**src/rtl/keypad_matrix_scanner.sv**
```systemverilog
// ROWS x COLS keypad scanner: row drive, per-key debounce, n-key tracking and a make/break event FIFO.
// Define KEYPAD_REPEAT_EN to add typematic repeat of a single held key.
module keypad_matrix_scanner #(
  parameter int unsigned ROWS           = 4,
  parameter int unsigned COLS           = 4,
  parameter int unsigned SCAN_DIV       = 262144,
  parameter int unsigned SETTLE         = 131072,
  parameter int unsigned DEBOUNCE_SCANS = 3,
  parameter int unsigned FIFO_DEPTH     = 8,
`ifdef KEYPAD_REPEAT_EN
  parameter int unsigned REPEAT_DELAY   = 50,
  parameter int unsigned REPEAT_RATE    = 10,
`endif
  localparam int unsigned CODE_W        = $clog2(ROWS * COLS)
) (
  input  logic              clk,
  input  logic              rst_n,
  input  logic [COLS-1:0]   col,
  output logic [ROWS-1:0]   row,
  output logic [CODE_W:0]   ev_data,
  output logic              ev_valid,
  input  logic              ev_ready,
  output logic              key_down,
  output logic              ovf,
  input  logic              ovf_clr
);

  localparam int unsigned KEYS = ROWS * COLS;
  localparam int unsigned RW   = $clog2(ROWS);
  localparam int unsigned DW   = $clog2(SCAN_DIV);
  localparam int unsigned CW   = 4;
  localparam int unsigned PW   = $clog2(FIFO_DEPTH);
  localparam int unsigned NW   = PW + 1;
  localparam int unsigned EW   = CODE_W + 1;

  logic [COLS-1:0] col_m, col_s;
  logic [DW-1:0]   dwell;
  logic [RW-1:0]   row_idx;
  logic            wrap, strobe;

  logic [KEYS-1:0] state, state_nxt;
  logic [CW-1:0]   cnt     [KEYS];
  logic [CW-1:0]   cnt_nxt [KEYS];
  logic            raw;
  logic            commit;
  logic [EW-1:0]   commit_ev;

  logic            push, push_ok, pop, overflow;
  logic [EW-1:0]   push_data;
  logic [EW-1:0]   mem [FIFO_DEPTH];
  logic [PW-1:0]   wr_ptr, rd_ptr, rd_nxt;
  logic [NW-1:0]   count, count_nxt;
  logic [EW-1:0]   head_nxt;

  // Two-flop synchroniser for the asynchronous column inputs
  always_ff @(posedge clk or negedge rst_n) begin
    if (!rst_n) begin
      col_m <= '1;
      col_s <= '1;
    end else begin
      col_m <= col;
      col_s <= col_m;
    end
  end

  assign wrap   = (dwell == DW'(SCAN_DIV - 1));
  assign strobe = (dwell == DW'(SETTLE));

  // Row dwell timer; the row pins follow the row index one cycle after the wrap
  always_ff @(posedge clk or negedge rst_n) begin
    if (!rst_n) begin
      dwell   <= '0;
      row_idx <= '0;
      row     <= ~ROWS'(1);
    end else begin
      dwell <= wrap ? '0 : dwell + DW'(1);
      if (wrap) row_idx <= (row_idx == RW'(ROWS - 1)) ? '0 : row_idx + RW'(1);
      row <= ~(ROWS'(1) << row_idx);
    end
  end

  // Debounce the current row and commit its lowest-column pending key
  always_comb begin
    state_nxt = state;
    cnt_nxt   = cnt;
    raw       = 1'b0;
    commit    = 1'b0;
    commit_ev = '0;
    if (strobe) begin
      for (int k = 0; k < int'(KEYS); k++) begin
        if (RW'(k / COLS) == row_idx) begin
          raw = ~col_s[k % COLS];
          if (raw == state[k]) cnt_nxt[k] = '0;
          else if (cnt[k] != CW'(DEBOUNCE_SCANS)) cnt_nxt[k] = cnt[k] + CW'(1);
          if (!commit && cnt_nxt[k] == CW'(DEBOUNCE_SCANS)) begin
            commit       = 1'b1;
            state_nxt[k] = ~state[k];
            cnt_nxt[k]   = '0;
            commit_ev    = {state[k], CODE_W'(k)};
          end
        end
      end
    end
  end

  always_ff @(posedge clk or negedge rst_n) begin
    if (!rst_n) begin
      state    <= '0;
      key_down <= 1'b0;
      for (int k = 0; k < int'(KEYS); k++) cnt[k] <= '0;
    end else begin
      state    <= state_nxt;
      key_down <= |state;
      for (int k = 0; k < int'(KEYS); k++) cnt[k] <= cnt_nxt[k];
    end
  end

`ifdef KEYPAD_REPEAT_EN
  localparam int unsigned RMAX = (REPEAT_DELAY > REPEAT_RATE) ? REPEAT_DELAY : REPEAT_RATE;
  localparam int unsigned TW   = $clog2(RMAX + 1);

  logic [TW-1:0]     rpt_cnt, rpt_limit;
  logic              rpt_first, rpt_due, rpt_fire, frame_tick, single;
  logic [CODE_W:0]   nheld;
  logic [CODE_W-1:0] held_code;

  always_comb begin
    nheld     = '0;
    held_code = '0;
    for (int k = 0; k < int'(KEYS); k++) begin
      if (state[k]) begin
        nheld     = nheld + EW'(1);
        held_code = CODE_W'(k);
      end
    end
  end

  assign single     = (nheld == EW'(1));
  assign frame_tick = wrap && (row_idx == RW'(ROWS - 1));
  assign rpt_limit  = rpt_first ? TW'(REPEAT_DELAY) : TW'(REPEAT_RATE);
  assign rpt_due    = (rpt_cnt + TW'(1)) >= rpt_limit;
  assign rpt_fire   = frame_tick && single && rpt_due && !commit;

  // Frame counter for typematic repeat; any commit or multi/zero-key state restarts it
  always_ff @(posedge clk or negedge rst_n) begin
    if (!rst_n) begin
      rpt_cnt   <= '0;
      rpt_first <= 1'b1;
    end else if (commit || !single) begin
      rpt_cnt   <= '0;
      rpt_first <= 1'b1;
    end else if (frame_tick) begin
      if (rpt_due) begin
        rpt_cnt   <= '0;
        rpt_first <= 1'b0;
      end else begin
        rpt_cnt <= rpt_cnt + TW'(1);
      end
    end
  end

  always_comb begin
    push      = commit || rpt_fire;
    push_data = commit ? commit_ev : {1'b0, held_code};
  end
`else
  always_comb begin
    push      = commit;
    push_data = commit_ev;
  end
`endif

  assign pop      = ev_valid && ev_ready;
  assign push_ok  = push && ((count != NW'(FIFO_DEPTH)) || pop);
  assign overflow = push && !push_ok;

  // Next occupancy and the show-ahead head word for the registered output stage
  always_comb begin
    count_nxt = count;
    rd_nxt    = rd_ptr;
    head_nxt  = '0;
    if (push_ok && !pop) count_nxt = count + NW'(1);
    else if (!push_ok && pop) count_nxt = count - NW'(1);
    if (pop) rd_nxt = rd_ptr + PW'(1);
    if (count_nxt != '0) begin
      if (push_ok && ((count == '0) || (pop && count == NW'(1)))) head_nxt = push_data;
      else head_nxt = mem[rd_nxt];
    end
  end

  always_ff @(posedge clk) begin
    if (push_ok) mem[wr_ptr] <= push_data;
  end

  always_ff @(posedge clk or negedge rst_n) begin
    if (!rst_n) begin
      wr_ptr   <= '0;
      rd_ptr   <= '0;
      count    <= '0;
      ev_valid <= 1'b0;
      ev_data  <= '0;
      ovf      <= 1'b0;
    end else begin
      if (push_ok) wr_ptr <= wr_ptr + PW'(1);
      rd_ptr   <= rd_nxt;
      count    <= count_nxt;
      ev_valid <= (count_nxt != '0);
      ev_data  <= head_nxt;
      if (overflow) ovf <= 1'b1;
      else if (ovf_clr) ovf <= 1'b0;
    end
  end

endmodule

```
**config.mk**
```make
export PLATFORM = sky130hd
export DESIGN_NAME = keypad_matrix_scanner
export DESIGN_NICKNAME = d
export VERILOG_FILES = /design/src/rtl/keypad_matrix_scanner.sv
export SDC_FILE = /design/constraint.sdc
export NUM_CORES = 1
export LEC_CHECK = 0
export CAP_MARGIN = 20
export CORE_ASPECT_RATIO = 0.8
export CORE_UTILIZATION = 40
export CTS_BUF_LIST = sky130_fd_sc_hd__clkbuf_16
export CTS_CLUSTER_DIAMETER = 30
export DETAILED_ROUTE_END_ITERATION = 12
export GPL_TIMING_DRIVEN = 0
export SLEW_MARGIN = 40
export SYNTH_ARGS = -nofsm -noshare
export SYNTH_HDL_FRONTEND = slang
export SYNTH_SLANG_ARGS = --single-unit
```
**constraint.sdc**
```tcl
create_clock -name clk -period 8.4 [get_ports clk]
set_clock_uncertainty 0.1 [all_clocks]
set_input_delay 0.84 -clock clk [delete_from_list [all_inputs] [get_ports clk]]
set_output_delay 0.84 -clock clk [all_outputs]
set_load 0.05 [all_outputs]
```
==> results of run 1 <==
metrics by stage:
step	total power, W	utilization (%)
6_report	0.00166	46.5
5_1_grt	0.00172	46.5
4_1_cts	0.00168	46.4
3_5_place_dp	0.000901	44.0
3_3_place_gp	0.000899	43.4
2_1_floorplan	0.000877	-
how the worst min path moves through the flow:
| stage | start | to | slack, ps |
|---|---|---|---|
| 2_1_floorplan | col_m[0] | col_s[0] | 250 |
| 3_3_place_gp | col_m[0] | col_s[0] | 250 |
| 3_5_place_dp | col_m[0] | col_s[0] | 250 |
| 4_1_cts | rst_n | cnt[48] | 180 |
| 5_1_grt | rst_n | cnt[43] | 190 |
| 6_report | rst_n | cnt[48] | 180 |
state kept, by name, summed over array words and instances (netlist names), 2 cells and up:
name     count
dwell       18
row_idx      2
wr_ptr       3
col_m        4
mem         40
state       16
ev_data      5
count        4
rd_ptr       3
cnt         64
col_s        4
row          4
per-layer routing:
| metal | wire (um) | global-route usage [%] |
|---|---|---|
| met3 | 756 | 3.99 |
| met2 | 9080 | 26.3 |
| met5 | 0 | 0 |
| met4 | 191 | 4.44 |
| met1 | 11500 | 28.4 |
power groups by stage:
| stage | combinational (W) | clock, W | sequential [W] |
|---|---|---|---|
| 2_1_floorplan | 0.0000152 | 0 | 0.000862 |
| 3_3_place_gp | 0.0000364 | 0 | 0.000862 |
| 3_5_place_dp | 0.0000395 | 0 | 0.000862 |
| 4_1_cts | 0.0000397 | 0.000793 | 0.000845 |
| 5_1_grt | 0.0000440 | 0.000827 | 0.000845 |
| 6_report | 0.0000384 | 0.000773 | 0.000845 |
Yosys cell counts (4+ instances only):
cell type / instances / area [sq um]
dfrtp_1: 119 / 2980
nand2_1: 109 / 409
o21ai_0: 82 / 410
nor2_1: 48 / 180
nand3_1: 46 / 230
edfxtp_1: 40 / 1200
inv_1: 34 / 128
xor2_1: 33 / 289
ha_1: 27 / 338
mux2i_1: 27 / 270
xnor2_1: 25 / 219
a21oi_1: 24 / 120
o31ai_1: 23 / 173
clkbuf_1: 21 / 78.8
nand4b_1: 20 / 175
and2_1: 18 / 113
nor4_1: 17 / 106
nor3_1: 16 / 80.1
nand3b_1: 15 / 113
nor2b_1: 13 / 81.3
nor3b_1: 13 / 97.6
dfstp_2: 11 / 289
nand2b_1: 10 / 62.6
and3_1: 9 / 56.3
a21o_1: 6 / 45.0
nand4_1: 6 / 37.5
or3b_2: 6 / 52.6
or4_1: 6 / 45.0
a31oi_1: 5 / 31.3
mux2_2: 5 / 56.3
mux4_2: 5 / 113
o211a_1: 5 / 50.1
or4b_2: 5 / 50.1
a311oi_2: 4 / 60.1
and2b_1: 4 / 30.0
o22ai_1: 4 / 25.0
or3_1: 4 / 25.0
or4b_1: 4 / 40.0
xor2_2: 4 / 65.1
cell families after synthesis:
logic type | count (synthesis)
and+or+nand+nor | 382
AOI/OAI and AO/OA | 205
DFF | 170
buffers and inverters | 64
xor gates and xnor gates | 62
muxes | 37
adders and majority gates | 27
critical path: cells and delay by family, from the launching register on:
kind	cells	cell delay, ps
AND/OR/NAND/NOR	6	2120
AO/OA/AOI/OAI	1	740
flip-flops	1	440
adder cells (fa/ha/maj)	1	280
buffers and inverters	1	170
placed cells by master (no fill, tap or decap), types with 5 or more instances in the layout:
cell	count
mux4_2	5
nand2_1	109
or4b_2	5
nor3b_1	12
nand4b_1	20
nand4_1	6
clkdlybuf4s50_1	18
xor2_1	33
or3b_2	6
edfxtp_1	40
dfstp_2	11
o211a_1	5
nor2b_1	13
or4_1	6
ha_1	27
o21ai_0	81
a21oi_1	24
mux2i_1	26
mux2_2	5
a31oi_1	5
clkbuf_1	21
inv_1	34
a21o_1	6
and2_1	18
nand3_1	46
o31ai_1	22
clkbuf_16	17
xnor2_1	25
nor2_1	48
nand3b_1	15
dfrtp_1	119
nand2b_1	10
nor3_1	13
nor4_1	13
and3_1	9
area by class of cell:
class | instances | share of cell area, %
Multi-Input combinational cell | 713 | 45.3
Sequential cell | 170 | 41.0
Clock buffer | 17 | 3.90
Tap cell | 312 | 3.58
Timing Repair Buffer | 23 | 2.32
Clock inverter | 15 | 1.45
Buffer | 29 | 1.24
Inverter | 35 | 1.20
==> flow_summary.yaml, run 1 <==
cts:
  cts_tree: "yes"
  cts_root_buf: "clkbuf_16"
  clk_latency_ps: 440
  path_clk_slew_ps: 70
  numClockSinks: 170
  cts_resized: 0
  clk_path_buf_depth: 2
  hold_buffers: 0
  numCtsBuffers: 17
  cts_max_level: 4
  cts_setup_buffers: 0
timing:
  layout_min_cycle_time_ps: 4230
  worst_slew_pin_slew_ps: 901
  whs_ps: 177
  tns_ps: 0
  hold_viol: 0
  final_max_slew_viol_count: 0
  setup_viol: 0
  grt_setup_unrepaired: "false"
  setup_ws_ps: 4170
  slew_headroom_pct: 39.4
  fin_crit_sh_pct: 50.3
  fmax_mhz: 236
detailed_routing:
  drt_first_pass_iters: 6
  drtIter0Drc: 485
  drc_errors: 0
  wl_per_cell_um: 16.4
  drt-total-wl_um: 21500
  vias: 7217
  routed_via_density: 5.49
  antenna_left: 0
grt:
  antenna_found_initial: 0
  gr-total-overflow: 0
  grt_use_total_pct: 18.5
  grt_pass1_wl_um: 36000
  grt_max_degree: 55
  grt_pass1_vias: 6787
power_and_ir_drop:
  pwr-share-seq_pct: 51.0
  pwr-share-comb_pct: 2.3
  irDropWorstVdd_mv: 0.135
  p_sw_w: 0.000403
  swShare_pct: 24.3
  power-per-cell-area_mw_per_mm2: 152
  p_int_w: 0.00125
  leakage_nw: 4.59
  clockPowerShare_pct: 46.7
setup_path:
  r2r_end: "mem[2][4]"
  endpoint: "mem[2][4]"
  rr_worst_depth: 9
  crit_start: "cnt[36]"
  regToRegSetupSlack_ps: 4170
  crit_type: "flip-flop to flip-flop"
  critPathLaunchType: "flip-flop"
  critPathArrivalTime_ps: 4200
  path_cells: "ha_1 > or4b_1 > a311oi_1 > nand2_1 > nand3_2 > or4_1 > buf_2 > nand3_1 > nor4b_2"
  r2r_start: "cnt[36]"
  max_stage_delay_ps: 740
  cp_max_fo: 7
  cp-end-kind: "flip-flop"
  cpMaxStageDelayCell: "a311oi_1"
  worst_ep_required_time_ps: 8370
yosys:
  synth-simple-area-share_pct: 21.9
  synthXorXnorAreaFrac_pct: 5.97
  avgSynthCellArea_sq_um: 10.1
  ys_ff_latch: 170
  synthMuxAreaShare_pct: 4.57
  yosysUniqueCellTypes: 83
  syn-cell-area_sq_mm: 0.00960
  yosys_warnings: 0
  synth_top_family_by_area: "simple AND/OR/NAND/NOR gates"
  synthCells: 947
  synth-edff-count: 40
  synth-main-ff-cell: "dfrtp_1"
  ys_seq_area_share_pct: 46.5
  syn_nets: 982
  synthAdderAreaFrac_pct: 3.52
  synth-async-reset-ratio_pct: 76.5
  synth_compound_area_share_pct: 14.8
run:
  drv_cap: 0
floorplanning:
  start_util_pct: 40.9
  dieArea_sq_mm: 0.0246
  die-height_um: 141
  rows: 50
  die_w_um: 175
  pin_count: 20
  core_area_sq_mm: 0.0235
layout:
  num-fill-cells: 2219
  layout.nets: 1024
  seq_area_sq_mm: 0.00447
  stdcell_count: 1314
  drive_above_1_share_pct: 10.9
  multiInputGateArea_sq_mm: 0.00495
  finalInstanceArea_sq_mm: 0.0109
  area_growth_pct: 13.6
  n_antenna_cell: 0
placement:
  portBuffers: 19
  place_area_sq_mm: 0.0103
  dpl.cell_count: 1282
  gp_congestion: 0.841
  pre_cts_slack_ps: 4130
  place_hpwl_um: 15600
worst_hold_path:
  min_path_type: "primary input to asynchronous set/reset pin"
outcome:
  status: "finished, final reports clean"
Note: power is estimated with default switching activity, not from simulation.
==> run 2: changes to the inputs <==
==> constraint.sdc (replaced) <==
create_clock -name clk -period 3.9 [get_ports clk]
set_clock_uncertainty 0.1 [all_clocks]
set_input_delay 0.39 -clock clk [delete_from_list [all_inputs] [get_ports clk]]
set_output_delay 0.39 -clock clk [all_outputs]
set_load 0.05 [all_outputs]
==> flow_summary.yaml, run 2 (synthesis gave the netlist of run 1 again) <==
cts:
  cts_max_level: 4
  numClockSinks: 170
  clk_path_buf_depth: 2
  path_clk_slew_ps: 70
  cts_root_buf: "clkbuf_16"
  numCtsBuffers: 17
  cts_tree: "yes"
  clk_latency_ps: 440
grt:
  grt_use_total_pct: 18.6
  grt_pass1_wl_um: 36100
  antenna_found_initial: 0
  grt_pass1_vias: 6817
  grt_max_degree: 55
  gr-total-overflow: 0
layout:
  mostFrequentLayoutCell: "dfrtp_1"
  layout.nets: 1039
  post-route-util_pct: 48.4
  num-fill-cells: 2166
  largest_reg_flops: 64
  drive_above_1_share_pct: 15.2
  area_growth_pct: 18.2
  largest_register: "cnt"
  top_regs: "cnt: 64 flops, mem: 40 flops, dwell: 18 flops"
  final_cell_mix: "dfrtp_1 (115), nand2_1 (108), o21ai_0 (78)"
  n_antenna_cell: 0
detailed_routing:
  drtIter0Drc: 489
  wl_per_cell_um: 16.6
  drt-total-wl_um: 22100
  antenna_left: 0
  vias: 7327
  routed_via_density: 5.51
  drc_errors: 0
  drt_first_pass_iters: 7
power_and_ir_drop:
  pwr-share-comb_pct: 2.4
  swShare_pct: 24.4
  p_int_w: 0.00270
  p_sw_w: 0.000874
  power-per-cell-area_mw_per_mm2: 315
  pwr-share-seq_pct: 51.0
  irDropWorstVdd_mv: 0.297
  clockPowerShare_pct: 46.6
  leakage_nw: 4.69
placement:
  portBuffers: 19
  pre_cts_slack_ps: -369
  gp_congestion: 0.841
  place_hpwl_um: 15600
timing:
  slew_headroom_pct: 48.2
  fmax_mhz: 265
  layout_min_cycle_time_ps: 3780
  setup_viol: 0
  grt_setup_unrepaired: "false"
  hold_viol: 0
  setup_ws_ps: 120
  final_max_slew_viol_count: 0
  worst_slew_pin_slew_ps: 777
  fin_crit_sh_pct: 96.9
floorplanning:
  rows: 50
  core_area_sq_mm: 0.0235
  pin_count: 20
  die_w_um: 175
  die-height_um: 141
  dieArea_sq_mm: 0.0246
  start_util_pct: 40.9
setup_path:
  critPathArrivalTime_ps: 4000
  crit_type: "flip-flop to flip-flop"
  worst_ep_required_time_ps: 4120
  rr_worst_depth: 11
  cp_max_fo: 6
  critPathLaunchType: "flip-flop"
  cp-end-kind: "flip-flop"
worst_hold_path:
  hold_path_depth: 1
  min_path_type: "primary input to flip-flop"
run:
  drv_cap: 0
outcome:
  status: "finished, final reports clean"
-- run 2: cell types whose count changed in the layout (fill, tap and decap cells not counted), moves of 3 or more --
cell	delta
buf_4	+17
a311oi_4	+5
dfrtp_1	-4
dfrtp_2	+4
a311oi_2	-3
ha_1	-3
ha_4	+3
o21ai_0	-3
o21ai_2	+3
xor2_1	-3
xor2_4	+3
-- run 2: power groups by stage --
stage / clock network, W / logic [W] / registers, W
6_report: 0.00167 / 0.0000868 / 0.00182
5_1_grt: 0.00178 / 0.0000991 / 0.00182
4_1_cts: 0.00171 / 0.0000850 / 0.00182
3_5_place_dp: 0 / 0.0000852 / 0.00186
3_3_place_gp: 0 / 0.0000784 / 0.00186
2_1_floorplan: 0 / 0.0000328 / 0.00186
-- run 2: cell type report --
class / count / area [sq um] / share of cell area, %
well taps: 312 / 390 / 3.44
repair buffers: 41 / 390 / 3.44
plain buffers: 26 / 121 / 1.07
inverters: 35 / 131 / 1.16
multi-input cells: 713 / 5250 / 46.3
clock buffers: 17 / 425 / 3.75
flip-flops and latches: 170 / 4480 / 39.5
clock inverters: 15 / 158 / 1.39
-- run 2: final timing paths --
| path | endpoint | startpoint | slack [ps] |
|---|---|---|---|
| max | ev_data[1] | cnt[4] | 120 |
| min | col_m[2] | col[2] | 250 |
| max reg2reg | ev_data[1] | cnt[4] | 120 |
| min reg2reg | col_s[2] | col_m[2] | 260 |
| max in group asynchronous | col_s[0] | rst_n | 2740 |
| min in group asynchronous | cnt[48] | rst_n | 320 |
-- run 2: layer usage --
| layer | up-vias | part of all wire (%) | track usage, % |
|---|---|---|---|
| met1 | 3550 | 52 | 28.4 |
| met3 | 18 | 3.7 | 3.91 |
| met4 | 0 | 1.3 | 4.62 |
| met5 | - | 0 | 0 |
| li1 | 3622 | - | - |
| met2 | 137 | 42 | 26.5 |
-- run 2: worst max-delay path, stage by stage (launching register included) --
cell and delay (ps):
dfrtp_2 450, ha_4 260, or4b_4 220, a311oi_4 120, o41ai_4 460, nand3_2 130
or4_4 540, buf_6 150, o211a_1 110, or3_4 380, or4_4 580, o211a_1 150
-- run 2: metrics by stage --
stage	total power, W	hold slack [ps]	setup TNS [ps]	instance area (sq um)	cells
CTS	0.00362	234	0	11000	1316
global placement	0.00194	246	-415060	10200	1278
finish	0.00358	251	0	11300	1329
detailed placement	0.00194	199	-10030	10300	1282
floorplan	0.00189	-5.59	0	9600	947
global route	0.00370	231	0	11300	1329
-- run 2: timing repair --
item / 4_1_cts / 5_1_grt
pin swaps: 3 / 11
setup endpoints to repair: 46 / 68
hold buffers: 1 / 0
hold endpoints to repair: 28 / 0
resized for setup: 21 / 36
cloned: 0 / 0
setup buffers: 2 / 15
